File: src/rtl/clock_pkg.sv
// Shared types and constants for the clock time-set controller.
// Field limits, state and field encodings, and capture sanitising.
package clock_pkg;

    localparam int TIME_W = 6;

    localparam logic [TIME_W-1:0] HRS_MAX = 6'd23;
    localparam logic [TIME_W-1:0] MIN_MAX = 6'd59;

    typedef enum logic [2:0] {
        ST_RUN    = 3'd0,
        ST_SET_H  = 3'd1,
        ST_SET_M  = 3'd2,
        ST_SET_S  = 3'd3,
        ST_COMMIT = 3'd4
    } state_e;

    typedef enum logic [1:0] {
        FLD_NONE = 2'd0,
        FLD_HRS  = 2'd1,
        FLD_MINS = 2'd2,
        FLD_SECS = 2'd3
    } field_e;

    // Out-of-range live values would break the wrap arithmetic, so they start at 0.
    function automatic logic [TIME_W-1:0] capture_val(input logic [TIME_W-1:0] v,
                                                      input logic [TIME_W-1:0] max);
        return (v > max) ? '0 : v;
    endfunction

    function automatic field_e field_of(input state_e st);
        case (st)
            ST_SET_H: return FLD_HRS;
            ST_SET_M: return FLD_MINS;
            ST_SET_S: return FLD_SECS;
            default:  return FLD_NONE;
        endcase
    endfunction

endpackage

File: src/rtl/field_adj.sv
// Wrap-around up/down step for one time field (0..max).
// Simultaneous inc and dec cancel out.
module field_adj
    import clock_pkg::*;
(
    input  logic [TIME_W-1:0] value_i,
    input  logic [TIME_W-1:0] max_i,
    input  logic              inc_i,
    input  logic              dec_i,
    output logic [TIME_W-1:0] next_o
);

    always_comb begin
        next_o = value_i;
        if (inc_i && !dec_i) begin
            next_o = (value_i == max_i) ? '0 : value_i + 1'b1;
        end else if (dec_i && !inc_i) begin
            next_o = (value_i == '0) ? max_i : value_i - 1'b1;
        end
    end

endmodule

File: src/rtl/clock_set_ctrl.sv
// Time-set controller: edits hrs/mins/secs in shadow registers while the
// clock is paused, then commits them with a one-cycle load strobe.
//
// state     | meaning
// ----------+---------------------------------------------------------
// ST_RUN    | clock counting, buttons other than mode ignored
// ST_SET_H  | editing hours, blink active, idle timeout armed
// ST_SET_M  | editing minutes
// ST_SET_S  | editing seconds
// ST_COMMIT | single cycle: ld_en high with the shadow values
module clock_set_ctrl
    import clock_pkg::*;
#(
    parameter int BLINK_DIV   = 25000000,
    parameter int TIMEOUT_CYC = 500000000
) (
    input  logic              clk,
    input  logic              rst,
    input  logic              btn_mode,
    input  logic              btn_inc,
    input  logic              btn_dec,
    input  logic [TIME_W-1:0] cur_hrs,
    input  logic [TIME_W-1:0] cur_mins,
    input  logic [TIME_W-1:0] cur_secs,
    output logic              run_en,
    output logic              ld_en,
    output logic [TIME_W-1:0] ld_hrs,
    output logic [TIME_W-1:0] ld_mins,
    output logic [TIME_W-1:0] ld_secs,
    output logic [1:0]        edit_field,
    output logic              blink
);

    localparam int BLK_W = $clog2(BLINK_DIV);
    localparam int TMO_W = $clog2(TIMEOUT_CYC);
    localparam logic [BLK_W-1:0] BLK_LAST = BLK_W'(BLINK_DIV - 1);
    localparam logic [TMO_W-1:0] TMO_LAST = TMO_W'(TIMEOUT_CYC - 1);

    state_e            state_q, state_d;
    logic              run_en_q, run_en_d;
    logic              ld_en_q, ld_en_d;
    logic [TIME_W-1:0] hrs_q, hrs_d, mins_q, mins_d, secs_q, secs_d;
    field_e            field_q, field_d;
    logic              blink_q, blink_d;
    logic [BLK_W-1:0]  blk_cnt_q, blk_cnt_d;
    logic [TMO_W-1:0]  tmo_q, tmo_d;

    logic [TIME_W-1:0] adj_val, adj_max, adj_next;
    logic              in_set, stay_set, any_btn, adj_req;

    always_comb begin
        unique case (state_q)
            ST_SET_M: begin adj_val = mins_q; adj_max = MIN_MAX; end
            ST_SET_S: begin adj_val = secs_q; adj_max = MIN_MAX; end
            default:  begin adj_val = hrs_q;  adj_max = HRS_MAX; end
        endcase
    end

    field_adj u_adj (
        .value_i (adj_val),
        .max_i   (adj_max),
        .inc_i   (btn_inc),
        .dec_i   (btn_dec),
        .next_o  (adj_next)
    );

    assign in_set  = (state_q == ST_SET_H) || (state_q == ST_SET_M) || (state_q == ST_SET_S);
    assign any_btn = btn_mode || btn_inc || btn_dec;
    assign adj_req = btn_inc || btn_dec;

    always_comb begin
        state_d = state_q;
        hrs_d   = hrs_q;
        mins_d  = mins_q;
        secs_d  = secs_q;
        unique case (state_q)
            ST_RUN: begin
                if (btn_mode) begin
                    state_d = ST_SET_H;
                    hrs_d   = capture_val(cur_hrs, HRS_MAX);
                    mins_d  = capture_val(cur_mins, MIN_MAX);
                    secs_d  = capture_val(cur_secs, MIN_MAX);
                end
            end
            ST_SET_H, ST_SET_M, ST_SET_S: begin
                // mode outranks inc/dec, and any button outranks the timeout
                if (btn_mode) begin
                    unique case (state_q)
                        ST_SET_H: state_d = ST_SET_M;
                        ST_SET_M: state_d = ST_SET_S;
                        default:  state_d = ST_COMMIT;
                    endcase
                end else if (adj_req) begin
                    unique case (state_q)
                        ST_SET_H: hrs_d  = adj_next;
                        ST_SET_M: mins_d = adj_next;
                        default:  secs_d = adj_next;
                    endcase
                end else if (tmo_q == TMO_LAST) begin
                    state_d = ST_RUN;
                end
            end
            ST_COMMIT: state_d = ST_RUN;
            default:   state_d = ST_RUN;
        endcase
    end

    assign stay_set = in_set && (state_d != ST_RUN) && (state_d != ST_COMMIT);

    always_comb begin
        run_en_d  = (state_d == ST_RUN);
        ld_en_d   = (state_d == ST_COMMIT);
        field_d   = field_of(state_d);
        tmo_d     = '0;
        blk_cnt_d = '0;
        blink_d   = 1'b0;
        if (in_set && (state_d == state_q) && !any_btn) begin
            tmo_d = tmo_q + 1'b1;
        end
        // Blink phase runs on across SET_M/SET_S; entry from RUN starts it at 0.
        if (stay_set) begin
            if (blk_cnt_q == BLK_LAST) begin
                blk_cnt_d = '0;
                blink_d   = ~blink_q;
            end else begin
                blk_cnt_d = blk_cnt_q + 1'b1;
                blink_d   = blink_q;
            end
        end
    end

    always_ff @(posedge clk) begin
        if (!rst) begin
            state_q   <= ST_RUN;
            run_en_q  <= 1'b1;
            ld_en_q   <= 1'b0;
            hrs_q     <= '0;
            mins_q    <= '0;
            secs_q    <= '0;
            field_q   <= FLD_NONE;
            blink_q   <= 1'b0;
            blk_cnt_q <= '0;
            tmo_q     <= '0;
        end else begin
            state_q   <= state_d;
            run_en_q  <= run_en_d;
            ld_en_q   <= ld_en_d;
            hrs_q     <= hrs_d;
            mins_q    <= mins_d;
            secs_q    <= secs_d;
            field_q   <= field_d;
            blink_q   <= blink_d;
            blk_cnt_q <= blk_cnt_d;
            tmo_q     <= tmo_d;
        end
    end

    assign run_en     = run_en_q;
    assign ld_en      = ld_en_q;
    assign ld_hrs     = hrs_q;
    assign ld_mins    = mins_q;
    assign ld_secs    = secs_q;
    assign edit_field = field_q;
    assign blink      = blink_q;

endmodule

File: config.mk
export PLATFORM = sky130hd
export DESIGN_NAME = clock_set_ctrl
export DESIGN_NICKNAME = d
export VERILOG_FILES = /design/src/rtl/clock_pkg.sv /design/src/rtl/field_adj.sv /design/src/rtl/clock_set_ctrl.sv
export SDC_FILE = /design/constraint.sdc
export NUM_CORES = 1
export LEC_CHECK = 0
export CAP_MARGIN = 10
export CORE_MARGIN = 4
export CORE_UTILIZATION = 50
export DETAILED_ROUTE_END_ITERATION = 10
export PLACE_DENSITY_LB_ADDON = 0.05
export SLEW_MARGIN = 20
export SYNTH_ARGS = -nofsm -noshare
export SYNTH_HDL_FRONTEND = slang
export SYNTH_SLANG_ARGS = --single-unit
File: constraint.sdc
create_clock -name clk -period 5.1 [get_ports clk]
set_input_delay 0.51 -clock clk [delete_from_list [all_inputs] [get_ports clk]]
set_output_delay 0.51 -clock clk [all_outputs]
set_load 0.03 [all_outputs]
==> metrics <==
Yosys warning total 0; final max-slew violation count 0; Setup Crit Path Kind in2reg; PortBufs 45; Layout Cells excl Fill 650; P_leak 1.66 nW; largest net degree at the start of global routing 30; Layout Skew 0.0100 ns; worst reg2reg setup slack 2.18 ns; FF-to-FF End ld_secs[4]; Vias/cell 5.59; syn_nets 530; initial antenna violation count 0; # IOs 46; Sink Count 80; max-cap viol count 0; maximum vdd drop 0.000147 V; WL/cell 15.2 um; area grow syn2layout 14.9%; arrival time worst endpoint 3.21 ns; largest family of logic cells by synthesized area simple AND/OR/NAND/NOR gates; count of final hold-check violations 0; sequential share of the synthesized area 37.2%; Worst Setup End Kind flop; cell taking the most area after synthesis dfxtp_1; share of cells above drive strength 1 9.17%; Post-synth ARST share 0%; Die Area 10200 um^2; CP Max Fanout 25; achievable frequency 332 MHz; xor/xnor share of the synthesized area 10.6%; Clock Tree Buf Depth 2; Hold Path Depth 1; count of different cell masters after synthesis 76; Setup crit end blk_cnt_q[15]; Gate Count Post-Synth 502; Cell Area, Synth 4300 um^2; fin util 59.6%; number of global-route vias before repair 3535; Detailed Place HPWL 7.27 mm; clk_lat worst skew 0.35 ns; post-route minimum period 3.01 ns; CTS tree yes; compound-gate portion of the synthesized area 15.1%; Cells after DPL 634; Core ar. 8300 um^2; fill count 778; Synth Flop Type dfxtp_1; Synth Register Bits 80; cell area after layout 4940 um^2; Min Hold Slack 0.466 ns; Final nets 568; class of the tightest hold or removal check reg2reg; htree depth 3; Post-synth EDFFs 0; mux contribution to synthesized area 4.51%; Setup crit start kind primary input; syn avg cell area 8.57 um^2; drt drc 0; cts bufs inserted 9; largest cells by area after synthesis dfxtp_1 37%, nor2_1 7.5%, xor2_1 6.3%; Initial Util 51.8%; PD cells 281 nW/um^2; area post-placement 4750 um^2; Least-Margin Pin Slew 0.975 ns; CTS Hold Buffers Added 0; ANT cells 0; final setup fails 0; Synth Area in Adders 1.45%; total track usage 20.4%; via count 3636; outcome complete, no violations; Data required, critical path 5.30 ns; Worst Setup SP btn_inc; number of gates resized after CTS 0; die span in y 101 um; Routability Congestion 0.874; TritonRoute pass-1 iters 4; cell depth of the worst flop-to-flop path 8; first-pass GRT wire length 16.7 mm; drt total wl 9.88 mm; total gr overflow 0; setup bufs post-CTS 0; crit share post-route 59.1%; setup TNS 0 ns; post-route ant nets 0; R2R Path Start state_q[1]; RSZ-0062 raised after global routing no; Chip Width 101 um; First DRT Iteration DRCs 164; Slew HR 35.0%; # rows 33; clk root buf clkbuf_8; simple-gate share of the synthesized area 26.8%; area share of the largest cell type after synthesis 37.2%; clock transition at the registers of the reported paths 0.09 ns
==> per-stage QoR <==
stage / total power, W / setup WS, ns
6_report: 0.00139 / 2.09
2_1_floorplan: 0.000847 / 2.85
3_3_place_gp: 0.000932 / 1.79
3_5_place_dp: 0.000933 / 1.69
5_1_grt: 0.00145 / 1.85
4_1_cts: 0.00140 / 2.08
==> state kept, by name (all words and copies together), names as in the netlist <==
name        flops
blink           1
blk_cnt_q      25
edit_field      2
ld_en           1
ld_hrs          6
ld_mins         6
ld_secs         6
run_en          1
state_q         3
tmo_q          29
==> synth_stat cells (3+ instances only) <==
| cell | n |
|---|---|
| nor2b_1 | 3 |
| ha_1 | 5 |
| a21oi_1 | 23 |
| nor4b_1 | 4 |
| xnor2_1 | 21 |
| dfxtp_1 | 80 |
| and4_1 | 4 |
| buf_4 | 3 |
| and3_1 | 13 |
| and2_1 | 6 |
| clkbuf_1 | 4 |
| o221ai_1 | 5 |
| o21ai_0 | 15 |
| mux2_2 | 8 |
| nand2_1 | 51 |
| o211ai_1 | 3 |
| a31oi_1 | 9 |
| nand4_1 | 16 |
| xor2_1 | 31 |
| mux2i_1 | 3 |
| a211oi_1 | 5 |
| buf_6 | 3 |
| buf_2 | 5 |
| clkbuf_8 | 3 |
| nor3_1 | 4 |
| inv_1 | 10 |
| nand3_1 | 16 |
| nor2_1 | 86 |
| nand2b_1 | 4 |
==> power by group <==
part           leakage, nW  switching (W)  internal [W]
Clock               0.0933       0.000239      0.000229
Sequential           0.649      0.0000189      0.000642
Combinational        0.915       0.000152      0.000106
==> layout by cell type, fill, tap and decap left out, types with 5 or more instances in the layout <==
cell type / netlist / final
a21oi_1: 23 / 23
dfxtp_1: 80 / 80
o21ai_0: 15 / 15
nand2_1: 51 / 51
nand4_1: 16 / 16
nor2_1: 86 / 86
clkbuf_8: 3 / 9
xnor2_1: 21 / 21
a211oi_1: 5 / 5
mux2_2: 8 / 8
o221ai_1: 5 / 5
nand3_1: 16 / 16
a31oi_1: 9 / 9
and2_1: 6 / 6
clkdlybuf4s50_1: 0 / 45
and3_1: 13 / 13
inv_1: 10 / 10
ha_1: 5 / 5
xor2_1: 31 / 31
==> logic make-up after synthesis <==
family / Yosys count
buffers and inverters: 30
AND/OR/NAND/NOR: 230
XOR/XNOR: 52
adder cells (fa/ha/maj): 5
AO/OA/AOI/OAI: 90
flip-flops: 80
multiplexers: 15
==> per-layer routing <==
metal	up-vias	share of wire, %	global-route usage [%]
met5	-	0	0
met4	0	1.9	7.56
met3	16	4.4	3.94
met2	75	48	33.7
met1	1691	46	26.4
li1	1854	-	-
==> area by class of cell <==
cell class | count | area (um^2) | share of cell area, %
inverters | 11 | 41.3 | 0.835
clock buffers | 10 | 128 | 2.58
well taps | 105 | 131 | 2.66
multi-input cells | 392 | 2520 | 50.9
flip-flops and latches | 80 | 1600 | 32.4
clock inverters | 6 | 67.6 | 1.37
repair buffers | 46 | 458 | 9.26
==> critical path, cell delays in order <==
cell,delay (ns)
clkdlybuf4s50_1,0.59
or2_2,0.40
nor4_2,0.35
a41oi_2,0.21
o21ai_0,0.33
or2_1,0.70
nor2_1,0.12
==> worst min-delay path by stage <==
stage                     slack [ns]            to    startpoint
after floorplan                 0.43      tmo_q[0]      tmo_q[0]
after global placement          0.44      tmo_q[0]      tmo_q[0]
after detailed placement        0.45  blk_cnt_q[0]  blk_cnt_q[0]
after CTS                       0.47  blk_cnt_q[0]  blk_cnt_q[0]
after global routing            0.50  blk_cnt_q[0]  blk_cnt_q[0]
final                           0.47      tmo_q[0]      tmo_q[0]
No activity file was read; power rests on OpenSTA's default activity.
